## src/rtl/pe_pkg.sv

```systemverilog
// rtl/pe_pkg.sv - default widths and signed data/accumulator types for the processing element
package pe_pkg;

  localparam int unsigned PE_DATA_WIDTH_DEFAULT = 8;
  localparam int unsigned PE_ACC_WIDTH_DEFAULT  = 32;

  typedef logic signed [PE_DATA_WIDTH_DEFAULT-1:0] pe_data_t;
  typedef logic signed [PE_ACC_WIDTH_DEFAULT-1:0]  pe_acc_t;

endpackage

```

## src/rtl/pe_mac.sv

```systemverilog
// rtl/pe_mac.sv - combinational psum + weight*activation; saturating when PE_SATURATE_EN is defined
module pe_mac
  import pe_pkg::*;
#(
  parameter int unsigned DATA_WIDTH             = PE_DATA_WIDTH_DEFAULT,
  parameter int unsigned ACCUMULATOR_DATA_WIDTH = PE_ACC_WIDTH_DEFAULT
) (
  input  logic signed [DATA_WIDTH-1:0]             weight_i,
  input  logic signed [DATA_WIDTH-1:0]             act_i,
  input  logic signed [ACCUMULATOR_DATA_WIDTH-1:0] psum_i,
  output logic signed [ACCUMULATOR_DATA_WIDTH-1:0] psum_o
);

  localparam int unsigned PW = 2 * DATA_WIDTH;
  localparam int unsigned AW = ACCUMULATOR_DATA_WIDTH;

  logic signed [PW-1:0] product;
  logic signed [AW-1:0] product_ext;

  assign product     = weight_i * act_i;
  assign product_ext = AW'(product);

`ifdef PE_SATURATE_EN
  // One guard bit exposes overflow: the top two bits of the wide sum disagree.
  logic signed [AW:0] sum_wide;

  assign sum_wide = (AW + 1)'(psum_i) + (AW + 1)'(product_ext);

  always_comb begin
    psum_o = sum_wide[AW-1:0];
    if (sum_wide[AW] != sum_wide[AW-1]) begin
      psum_o = sum_wide[AW] ? {1'b1, {(AW - 1){1'b0}}} : {1'b0, {(AW - 1){1'b1}}};
    end
  end
`else
  assign psum_o = psum_i + product_ext;
`endif

endmodule

```

## src/rtl/processing_element.sv

```systemverilog
// rtl/processing_element.sv - weight-stationary systolic PE; PE_SATURATE_EN selects saturating accumulate
module processing_element
  import pe_pkg::*;
#(
  parameter int unsigned DATA_WIDTH             = PE_DATA_WIDTH_DEFAULT,
  parameter int unsigned ACCUMULATOR_DATA_WIDTH = PE_ACC_WIDTH_DEFAULT
) (
  input  logic                                     CLK,
  input  logic                                     SYNC_RST,
  input  logic                                     EN,
  input  logic                                     LOAD,
  input  logic signed [DATA_WIDTH-1:0]             Input,
  input  logic signed [ACCUMULATOR_DATA_WIDTH-1:0] PsumIn,
  output logic signed [DATA_WIDTH-1:0]             ToRight,
  output logic signed [ACCUMULATOR_DATA_WIDTH-1:0] PsumOut
);

  logic signed [DATA_WIDTH-1:0]             weight_q, weight_d;
  logic signed [DATA_WIDTH-1:0]             to_right_q, to_right_d;
  logic signed [ACCUMULATOR_DATA_WIDTH-1:0] psum_q, psum_d;
  logic signed [ACCUMULATOR_DATA_WIDTH-1:0] mac_result;

  pe_mac #(
    .DATA_WIDTH             (DATA_WIDTH),
    .ACCUMULATOR_DATA_WIDTH (ACCUMULATOR_DATA_WIDTH)
  ) u_mac (
    .weight_i (weight_q),
    .act_i    (Input),
    .psum_i   (PsumIn),
    .psum_o   (mac_result)
  );

  // LOAD takes priority over EN: a weight update cycle never computes or forwards.
  always_comb begin
    weight_d   = weight_q;
    to_right_d = to_right_q;
    psum_d     = psum_q;
    if (LOAD) begin
      weight_d = Input;
    end else if (EN) begin
      to_right_d = Input;
      psum_d     = mac_result;
    end
  end

  always_ff @(posedge CLK) begin
    if (SYNC_RST) begin
      weight_q   <= '0;
      to_right_q <= '0;
      psum_q     <= '0;
    end else begin
      weight_q   <= weight_d;
      to_right_q <= to_right_d;
      psum_q     <= psum_d;
    end
  end

  assign ToRight = to_right_q;
  assign PsumOut = psum_q;

endmodule

```

## config.mk

```make
export PLATFORM = sky130hd
export DESIGN_NAME = processing_element
export DESIGN_NICKNAME = d
export VERILOG_FILES = /design/src/rtl/pe_pkg.sv /design/src/rtl/pe_mac.sv /design/src/rtl/processing_element.sv
export SDC_FILE = /design/constraint.sdc
export NUM_CORES = 1
export LEC_CHECK = 0
export BUFFER_PORTS_ARGS = -buffer_cell sky130_fd_sc_hd__clkbuf_2
export CAP_MARGIN = 20
export CORE_ASPECT_RATIO = 2
export CORE_MARGIN = 10
export CORE_UTILIZATION = 41
export CTS_CLUSTER_DIAMETER = 50
export DETAILED_ROUTE_END_ITERATION = 10
export PLACE_DENSITY_LB_ADDON = 0.25
export SYNTH_ARGS = -nofsm -noshare
export SYNTH_HDL_FRONTEND = slang
export SYNTH_HIERARCHICAL = 1
export SYNTH_SLANG_ARGS = --single-unit
```

## constraint.sdc

```tcl
create_clock -name CLK -period 22.6 [get_ports CLK]
set_input_delay 5.65 -clock CLK [delete_from_list [all_inputs] [get_ports CLK]]
set_output_delay 5.65 -clock CLK [all_outputs]
set_load 0.005 [all_outputs]
```

* After elaboration in Yosys (flattened, before gate mapping)
Index checks and enable logic that the tools add are counted.
** Word-level totals
- Memory bits (read-only) :: 0
- Bits in latches :: 0
- Output and inout bits :: 40
- Memories :: 0
- Bits in writable memories :: 0
- Register bits after elaboration :: 48
- Input bits :: 44
- Logic and storage cells :: 7
** Cells by class
- $mul :: 1
- Add/sub/neg operators :: 1
- Reductions and logical operators :: 1
- Multiplexer cells :: 0
- $lt $le $gt $ge :: 0
- Divide/modulo/power cells :: 0
- Equal/unequal tests :: 0
- Shifts and indexed selects :: 0
- Bitwise operators :: 1
** Operator list (number)
- $add 32x16->32 :: 1
- $mul 8x8->16 :: 1
- $reduce_and 2->1 :: 1
- $not 1->1 :: 1

* Logic depth before layout (Yosys ltp)
Gate-level depths: netlist of the first run.
- Word-level depth :: 2
- Gate-level depth with buffers :: 22
- Depth with buffers taken out :: 21

* Cells and area by module
The synthesis of the first run kept the hierarchy.
** By module, submodules not included
- pe_mac :: instances 1, sequential area each 0.0 um^2, area an instance 5335.1 um^2, cells an instance 531
- processing_element :: instances 1, sequential area each 960.9 um^2, area an instance 2120.8 um^2, cells an instance 207

* Worst setup path after synthesis of the first run
Ideal clock, no wire load.
- Path type :: input-to-reg
- Start :: in Input[0]
- End :: reg psum_q[30], in the netlist PsumOut[30]
- Path slack :: 11.501 ns
- Buffers on the path :: 0
- Arrival :: 11.030 ns
- Required time :: 22.531 ns
- Setup time :: 0.069 ns
- Stages :: 18
- Path through :: and2_1 > inv_1 > fa_1 > inv_1 > fa_1 > fa_1 > fa_1 > fa_1 > ha_1 > a21o_1 > a21oi_1 > a211oi_2 > o21ai_2 > o21ai_2 > a311oi_2 > xnor2_1 > nand4bb_1 > o21ai_1
** On the way
- Word-level cells in the longest chain between the ends :: 2
** Ends and longest elaborated chain
- start, declared :: line processing_element.sv:12 : input logic signed [DATA_WIDTH-1:0] Input,
- $mul 8x8->16 :: line pe_mac.sv:20 : assign product = weight_i * act_i;
- $add 32x16->32 :: line pe_mac.sv:36 : assign psum_o = psum_i + product_ext;
- via mac_result[30] :: line processing_element.sv:21 : logic signed [ACCUMULATOR_DATA_WIDTH-1:0] mac_result;
- end signal, assigned :: line processing_element.sv:54 : psum_q <= psum_d;
- end, declared :: line processing_element.sv:20 : logic signed [ACCUMULATOR_DATA_WIDTH-1:0] psum_q, psum_d;
The timed path passes the listed nets, and every way through them passes these cells.
A chain may end at the register's enable or synchronous reset.

* Final worst setup path of the first run
- Start :: in Input[0]
- End :: reg psum_q[27], in the netlist PsumOut[27]
The elaborated chain is that of the path after synthesis.

==> impl_metrics.py, run 1 <==
metrics = {
    "status": {
        "outcome": "finished, final reports clean",
    },
    "critical_path": {
        "reg2regPathDepth": 18,
        "cp-endpoint": "PsumOut[27]$_SDFFE_PP0P_",
        "worstPathMaxFanout": 25,
        "critPathLaunchType": "input port",
        "crit_family": "adder cells",
        "arrival_ps": 11340,
        "crit_path_cell_trace": "clkbuf_2 -> and2_2 -> inv_1 -> fa_1 -> inv_1 -> fa_1 -> fa_1 -> fa_1 -> fa_1 -> ha_1 -> a21o_1 -> a31o_2 -> o21ai_0 -> nand3_1 -> nand4_1 -> nand2_1 -> xor2_1 -> nand4bb_1 -> o21ai_1",
        "r2r-end": "PsumOut[27]$_SDFFE_PP0P_",
        "ff2ff_setup_slack_ps": 16440,
        "crit_buf_inv": 3,
        "rr_startpoint": "weight_q[7]$_SDFFE_PP0P_",
        "worstSetupPathType": "input port to flop",
        "startpoint": "Input[0]",
        "crit_path_end_kind": "flop",
        "path_common_cell": "fa_1",
        "worstPathRequired_ps": 22770,
        "slowest_delay_ps": 790,
        "crit_cells": 19,
        "cp_slowest_cell": "and2_2",
    },
    "logic_synthesis": {
        "postSynthAreaPerCell_um2": 10.10,
        "synth_top_area_cell": "fa_1",
        "syn_inst": 738,
        "synthDistinctLibCells": 50,
        "syn-cell-area_um2": 7456,
        "ys_warn_count": 6,
        "seq_area_frac_synth_pct": 12.89,
        "synth_top_area_share_pct": 36.52,
        "async_flop_share_pct": 0,
        "syn-num-nets": 988,
        "synth_edf_count": 0,
        "yosysMostFrequentCell": "fa_1",
        "synth_ff_type": "dfxtp_1",
        "synth-seq-cells": 48,
        "yosys-top-cells-count": "136 x fa_1, 100 x inv_1, 70 x ha_1",
        "synth.area.top_cells": "fa_1 37%, dfxtp_1 13%, ha_1 12%, nand4bb_1 6.0%, inv_1 5.0%",
    },
    "clock_network": {
        "clock-sinks": 48,
        "cts.path.max_buffers": 2,
        "cts_resized": 0,
        "cts_buffers": 5,
        "clk_pin_slew_ps": 70,
        "h-tree-depth": 2,
        "tritoncts": "yes",
        "ctsHoldBuffers": 0,
        "post_cts_buffers": 0,
        "cts-root-buf": "clkbuf_16",
        "insertion_delay_ps": 310,
    },
    "pwr": {
        "clkPwrFrac_pct": 10.0,
        "p_sw_share_pct": 51.28,
        "ir_worst_vdd_mv": 0.05447,
        "p_leak_nw": 3.952,
        "combPwrFrac_pct": 76.3,
        "internal_power_mw": 0.4406,
        "power.switching_mw": 0.4637,
        "p_per_area_nw_per_um2": 110.6,
        "pwr-share-seq_pct": 13.7,
    },
    "routing": {
        "wire_per_inst_um": 19.12,
        "wl_um": 19440,
        "drc_errors": 0,
        "vias_per_cell": 5.382,
        "first_pass_iters": 4,
        "num_vias": 5474,
        "drt_iter0_markers": 290,
        "antenna_left": 0,
    },
    "min_path": {
        "holdCritPathClass": "flop to flop",
    },
    "layout": {
        "layout.cells.non_filler": 1017,
        "final_util_pct": 45.74,
        "antenna_cells": 0,
        "layout-drive-gt1-share_pct": 13.06,
        "area_growth_syn_to_layout_pct": 9.632,
        "fin_nets": 1053,
    },
    "floorplanning": {
        "die_area_um2": 24310,
        "die_y_um": 210.7,
        "rows": 69,
        "coreArea_um2": 17870,
        "start_util_pct": 41.72,
        "chipWidth_um": 115.4,
        "ios": 84,
    },
    "timing": {
        "timing.hold.ws_ps": 465.6,
        "worst_pin_slew_ps": 1038,
        "grt_setup_unrepaired": "false",
        "drv_slew": 0,
        "setup_viol": 0,
        "period_share_pct": 49.40,
        "skew_ps": 14.51,
        "final_hold_viol_count": 0,
        "period_needed_ps": 11160,
        "tns_ps": 0,
        "relSlewSlack_pct": 30.80,
        "fmax_ghz": 0.08958,
    },
    "grt": {
        "grt.busiest_layer": "met2",
        "grt.overflow.total": 0,
        "met3_usage_pct": 1.877,
        "antenna_found_initial": 0,
        "grt.total_usage_pct": 16.92,
        "grt_start_max_net_pins": 89,
        "met2_usage_pct": 34.66,
        "gr-usage-met1_pct": 14.72,
        "grt_pass1_vias": 6392,
        "grt_pass1_wl_um": 32240,
    },
    "placement": {
        "port-buffer-count": 83,
        "dp_cells": 1009,
        "gp_congestion": 0.9263,
        "hpwl_um": 16260,
    },
    "job": {
        "cap_violations": 0,
    },
}
[worst min-delay path by stage]
stage / endpoint / startpoint / cells past startpoint
after floorplan: PsumOut[26]$_SDFFE_PP0P_ / PsumOut[26]$_SDFFE_PP0P_ / 2
after global placement: ToRight[1]$_SDFFE_PP0P_ / ToRight[1]$_SDFFE_PP0P_ / 2
after detailed placement: ToRight[3]$_SDFFE_PP0P_ / ToRight[3]$_SDFFE_PP0P_ / 2
after CTS: ToRight[3]$_SDFFE_PP0P_ / ToRight[3]$_SDFFE_PP0P_ / 2
after global routing: ToRight[3]$_SDFFE_PP0P_ / ToRight[3]$_SDFFE_PP0P_ / 2
final: PsumOut[9]$_SDFFE_PP0P_ / PsumOut[9]$_SDFFE_PP0P_ / 2
[layout by cell type (no fill, tap or decap), types with 9 or more instances in the layout]
| master | n |
|---|---|
| fa_1 | 136 |
| inv_1 | 100 |
| clkbuf_2 | 83 |
| ha_1 | 70 |
| dfxtp_1 | 48 |
| nand2b_1 | 43 |
| nand2_1 | 41 |
| nand4bb_1 | 40 |
| o21ai_1 | 40 |
| and2_1 | 31 |
| a21oi_1 | 23 |
| xnor2_1 | 21 |
| nor2_1 | 20 |
| xor2_1 | 11 |
| o21ai_0 | 9 |
[cells by family after synthesis]
| kind of cell | synth area share, % |
|---|---|
| multiplexers | 1.074 |
| flip-flops | 12.89 |
| XOR/XNOR | 3.759 |
| adder cells (fa/ha/maj) | 48.26 |
| AO/OA/AOI/OAI | 8.961 |
| AND/OR/NAND/NOR | 17.94 |
| buffers and inverters | 7.115 |
[through the flow]
stage | worst slack, ps | total power, mW | instance area, um^2
after global routing | 11050 | 0.9938 | 8174
after floorplan | 11500 | 0.6072 | 7456
after detailed placement | 11060 | 0.8216 | 8003
after CTS | 11390 | 0.9156 | 8174
final | 11440 | 0.9043 | 8174
after global placement | 11150 | 0.8181 | 8003
[layer usage]
metal  up-vias  part of all wire (%)
met4         0                   5.1
met1      2762                    32
met3        41                   2.9
met2       112                    60
li1       2559                     -
met5         -                     0
[cell type report]
cell class	instances	area, um^2
Fill cell	1764	9697
Clock inverter	3	46.29
Tap cell	213	266.5
Multi-Input combinational cell	562	5966
Timing Repair Buffer	85	430.4
Clock buffer	5	125.1
Sequential cell	48	960.9
Inverter	101	379.1
[worst reg2reg max path, delay by kind of cell, from the launching register on]
| family | cells | cell delay (ps) |
|---|---|---|
| and+or+nand+nor | 5 | 1430 |
| adders and majority gates | 6 | 2790 |
| buffers and inverters | 2 | 200 |
| DFF | 1 | 540 |
| AOI/OAI and AO/OA | 4 | 940 |
| xor gates and xnor gates | 1 | 150 |
[power groups by stage]
| stage | clock network (mW) | logic (mW) | registers, mW |
|---|---|---|---|
| 2_1_floorplan | 0 | 0.485 | 0.122 |
| 3_3_place_gp | 0 | 0.692 | 0.126 |
| 3_5_place_dp | 0 | 0.695 | 0.126 |
| 4_1_cts | 0.0921 | 0.699 | 0.124 |
| 5_1_grt | 0.0953 | 0.773 | 0.126 |
| 6_report | 0.0904 | 0.690 | 0.124 |
[flip-flops by register name, indices dropped and copies added (netlist names)]
| signal | count |
|---|---|
| weight_q | 8 |
| ToRight | 8 |
| PsumOut | 32 |
No activity file was read; power rests on OpenSTA's default activity.
==> inputs of run 2 (changes only) <==
- clock period: 22.6 -> 10.9 ns (I/O delays scaled with it)
==> run 2 against run 1 <==
- clock power rose by 110%
- sequential cell count did not move
- critical path depth unchanged
- non-clock buffer count did not move
- via count rose by 0.15%
- count of clock-buffer cells in the layout did not move
- utilization stayed put
- wire length increased by 0.35%
- global-route usage is 0.14 points higher
==> impl_metrics.py, run 2 (synthesis results as in run 1) <==
metrics = {
    "clock_network": {
        "cts-root-buf": "clkbuf_16",
        "ctsHoldBuffers": 0,
        "post_cts_buffers": 0,
        "h-tree-depth": 2,
        "tritoncts": "yes",
        "clk_pin_slew_ps": 80,
        "clock-sinks": 48,
        "cts_resized": 0,
        "cts.path.max_buffers": 2,
        "cts_buffers": 5,
        "insertion_delay_ps": 310,
    },
    "routing": {
        "num_vias": 5482,
        "vias_per_cell": 5.390,
        "wire_per_inst_um": 19.18,
        "drc_errors": 0,
        "first_pass_iters": 4,
        "drt_iter0_markers": 263,
        "wl_um": 19510,
        "antenna_left": 0,
    },
    "grt": {
        "grt.overflow.total": 0,
        "grt.total_usage_pct": 17.06,
        "antenna_found_initial": 0,
        "grt_start_max_net_pins": 89,
        "grt_pass1_vias": 6286,
        "grt_pass1_wl_um": 32420,
    },
    "timing": {
        "tns_ps": 0,
        "worst_pin_slew_ps": 1001,
        "drv_slew": 0,
        "grt_setup_unrepaired": "false",
        "fmax_ghz": 0.1215,
        "relSlewSlack_pct": 33.28,
        "skew_ps": 12.77,
        "final_hold_viol_count": 0,
        "period_share_pct": 75.51,
        "setup_viol": 0,
        "period_needed_ps": 8231,
    },
    "critical_path": {
        "crit_cells": 19,
        "worstPathRequired_ps": 11140,
        "crit_path_cell_trace": "clkbuf_2 -> and2_2 -> inv_1 -> fa_1 -> inv_1 -> fa_1 -> fa_1 -> fa_1 -> fa_1 -> ha_1 -> a21o_1 -> a21oi_1 -> a211oi_2 -> o21ai_2 -> o21ai_2 -> a311oi_2 -> xnor2_1 -> nand4bb_1 -> o21ai_1",
        "cp-endpoint": "PsumOut[30]$_SDFFE_PP0P_",
        "crit_path_end_kind": "flop",
        "ff2ff_setup_slack_ps": 4790,
        "crit_family": "adder cells",
        "slowest_delay_ps": 790,
        "rr_startpoint": "weight_q[7]$_SDFFE_PP0P_",
        "r2r-end": "PsumOut[30]$_SDFFE_PP0P_",
        "critPathLaunchType": "input port",
        "path_common_cell": "fa_1",
        "reg2regPathDepth": 18,
        "worstPathMaxFanout": 25,
        "startpoint": "Input[0]",
        "cp_slowest_cell": "and2_2",
        "arrival_ps": 8470,
        "crit_buf_inv": 3,
        "worstSetupPathType": "input port to flop",
    },
    "floorplanning": {
        "rows": 69,
        "coreArea_um2": 17870,
        "die_y_um": 210.7,
        "start_util_pct": 41.72,
        "chipWidth_um": 115.4,
        "die_area_um2": 24310,
        "ios": 84,
    },
    "layout": {
        "largest_reg_flops": 32,
        "area_growth_syn_to_layout_pct": 9.632,
        "mostFrequentLayoutCells": "136 x fa_1, 100 x inv_1, 83 x clkbuf_2, 70 x ha_1, 48 x dfxtp_1",
        "layout_commonest_cell": "fa_1",
        "antenna_cells": 0,
        "fin_nets": 1053,
        "layout-drive-gt1-share_pct": 13.06,
        "final_util_pct": 45.74,
    },
    "pwr": {
        "p_per_area_nw_per_um2": 229.9,
        "ir_worst_vdd_mv": 0.09419,
        "total_power_mw": 1.879,
        "p_leak_nw": 3.952,
    },
    "status": {
        "outcome": "finished, final reports clean",
    },
    "placement": {
        "gp_congestion": 0.9228,
        "port-buffer-count": 83,
        "hpwl_um": 16350,
    },
    "job": {
        "cap_violations": 0,
    },
    "min_path": {
        "holdCritPathClass": "flop to flop",
        "min_from": "PsumOut[5]$_SDFFE_PP0P_",
    },
}
## run 2: stage by stage
step / std cells / worst slack [ps] / hold WS, ps / area [um^2]
after global placement: 1009 / 2360 / 453.4 / 8003
after detailed placement: 1009 / 2250 / 454.5 / 8003
after floorplan: 738 / 2726 / 458.0 / 7456
final: 1017 / 2669 / 464.0 / 8174
after global routing: 1017 / 2270 / 488.4 / 8174
after CTS: 1017 / 2574 / 467.8 / 8174
## run 2: worst register-to-register path: stages, from the launching register on
cell and delay (ps):
dfxtp_1 520, and2_2 800, inv_1 130, fa_1 520, inv_1 50, fa_1 520
fa_1 440, fa_1 520, fa_1 420, ha_1 360, a21o_1 200, a21oi_1 290
a211oi_2 170, o21ai_2 330, o21ai_2 110, a311oi_2 290, xnor2_1 150, nand4bb_1 120
o21ai_1 110
## run 2: layout make-up
type	count	area (um^2)
fillers	1805	9697
repair buffers	85	430.4
multi-input cells	562	5966
clock inverters	3	46.29
flip-flops and latches	48	960.9
well taps	213	266.5
clock buffers	5	125.1
inverters	101	379.1
## run 2: per-layer routing
metal  wire length, um  up-vias  global-route usage [%]
met4              1013        0                   9.666
met2             11830      112                   34.60
met3               514       48                   1.706
met5                 0        -                       0
li1                  -     2553                       -
met1              6152     2769                   15.34
## run 2: worst min-delay path by stage
| stage | end | slack (ps) | cells past startpoint |
|---|---|---|---|
| floorplan | PsumOut[26]$_SDFFE_PP0P_ | 460 | 2 |
| finish | PsumOut[5]$_SDFFE_PP0P_ | 460 | 2 |
| global placement | ToRight[1]$_SDFFE_PP0P_ | 450 | 2 |
| detailed placement | ToRight[1]$_SDFFE_PP0P_ | 450 | 2 |
| CTS | ToRight[1]$_SDFFE_PP0P_ | 470 | 2 |
| global route | ToRight[0]$_SDFFE_PP0P_ | 490 | 2 |
## run 2: report_power, final
| part | switching (mW) | internal (mW) | total, mW |
|---|---|---|---|
| Sequential | 0.0338 | 0.222 | 0.256 |
| Combinational | 0.852 | 0.584 | 1.44 |
| Clock | 0.0776 | 0.109 | 0.187 |
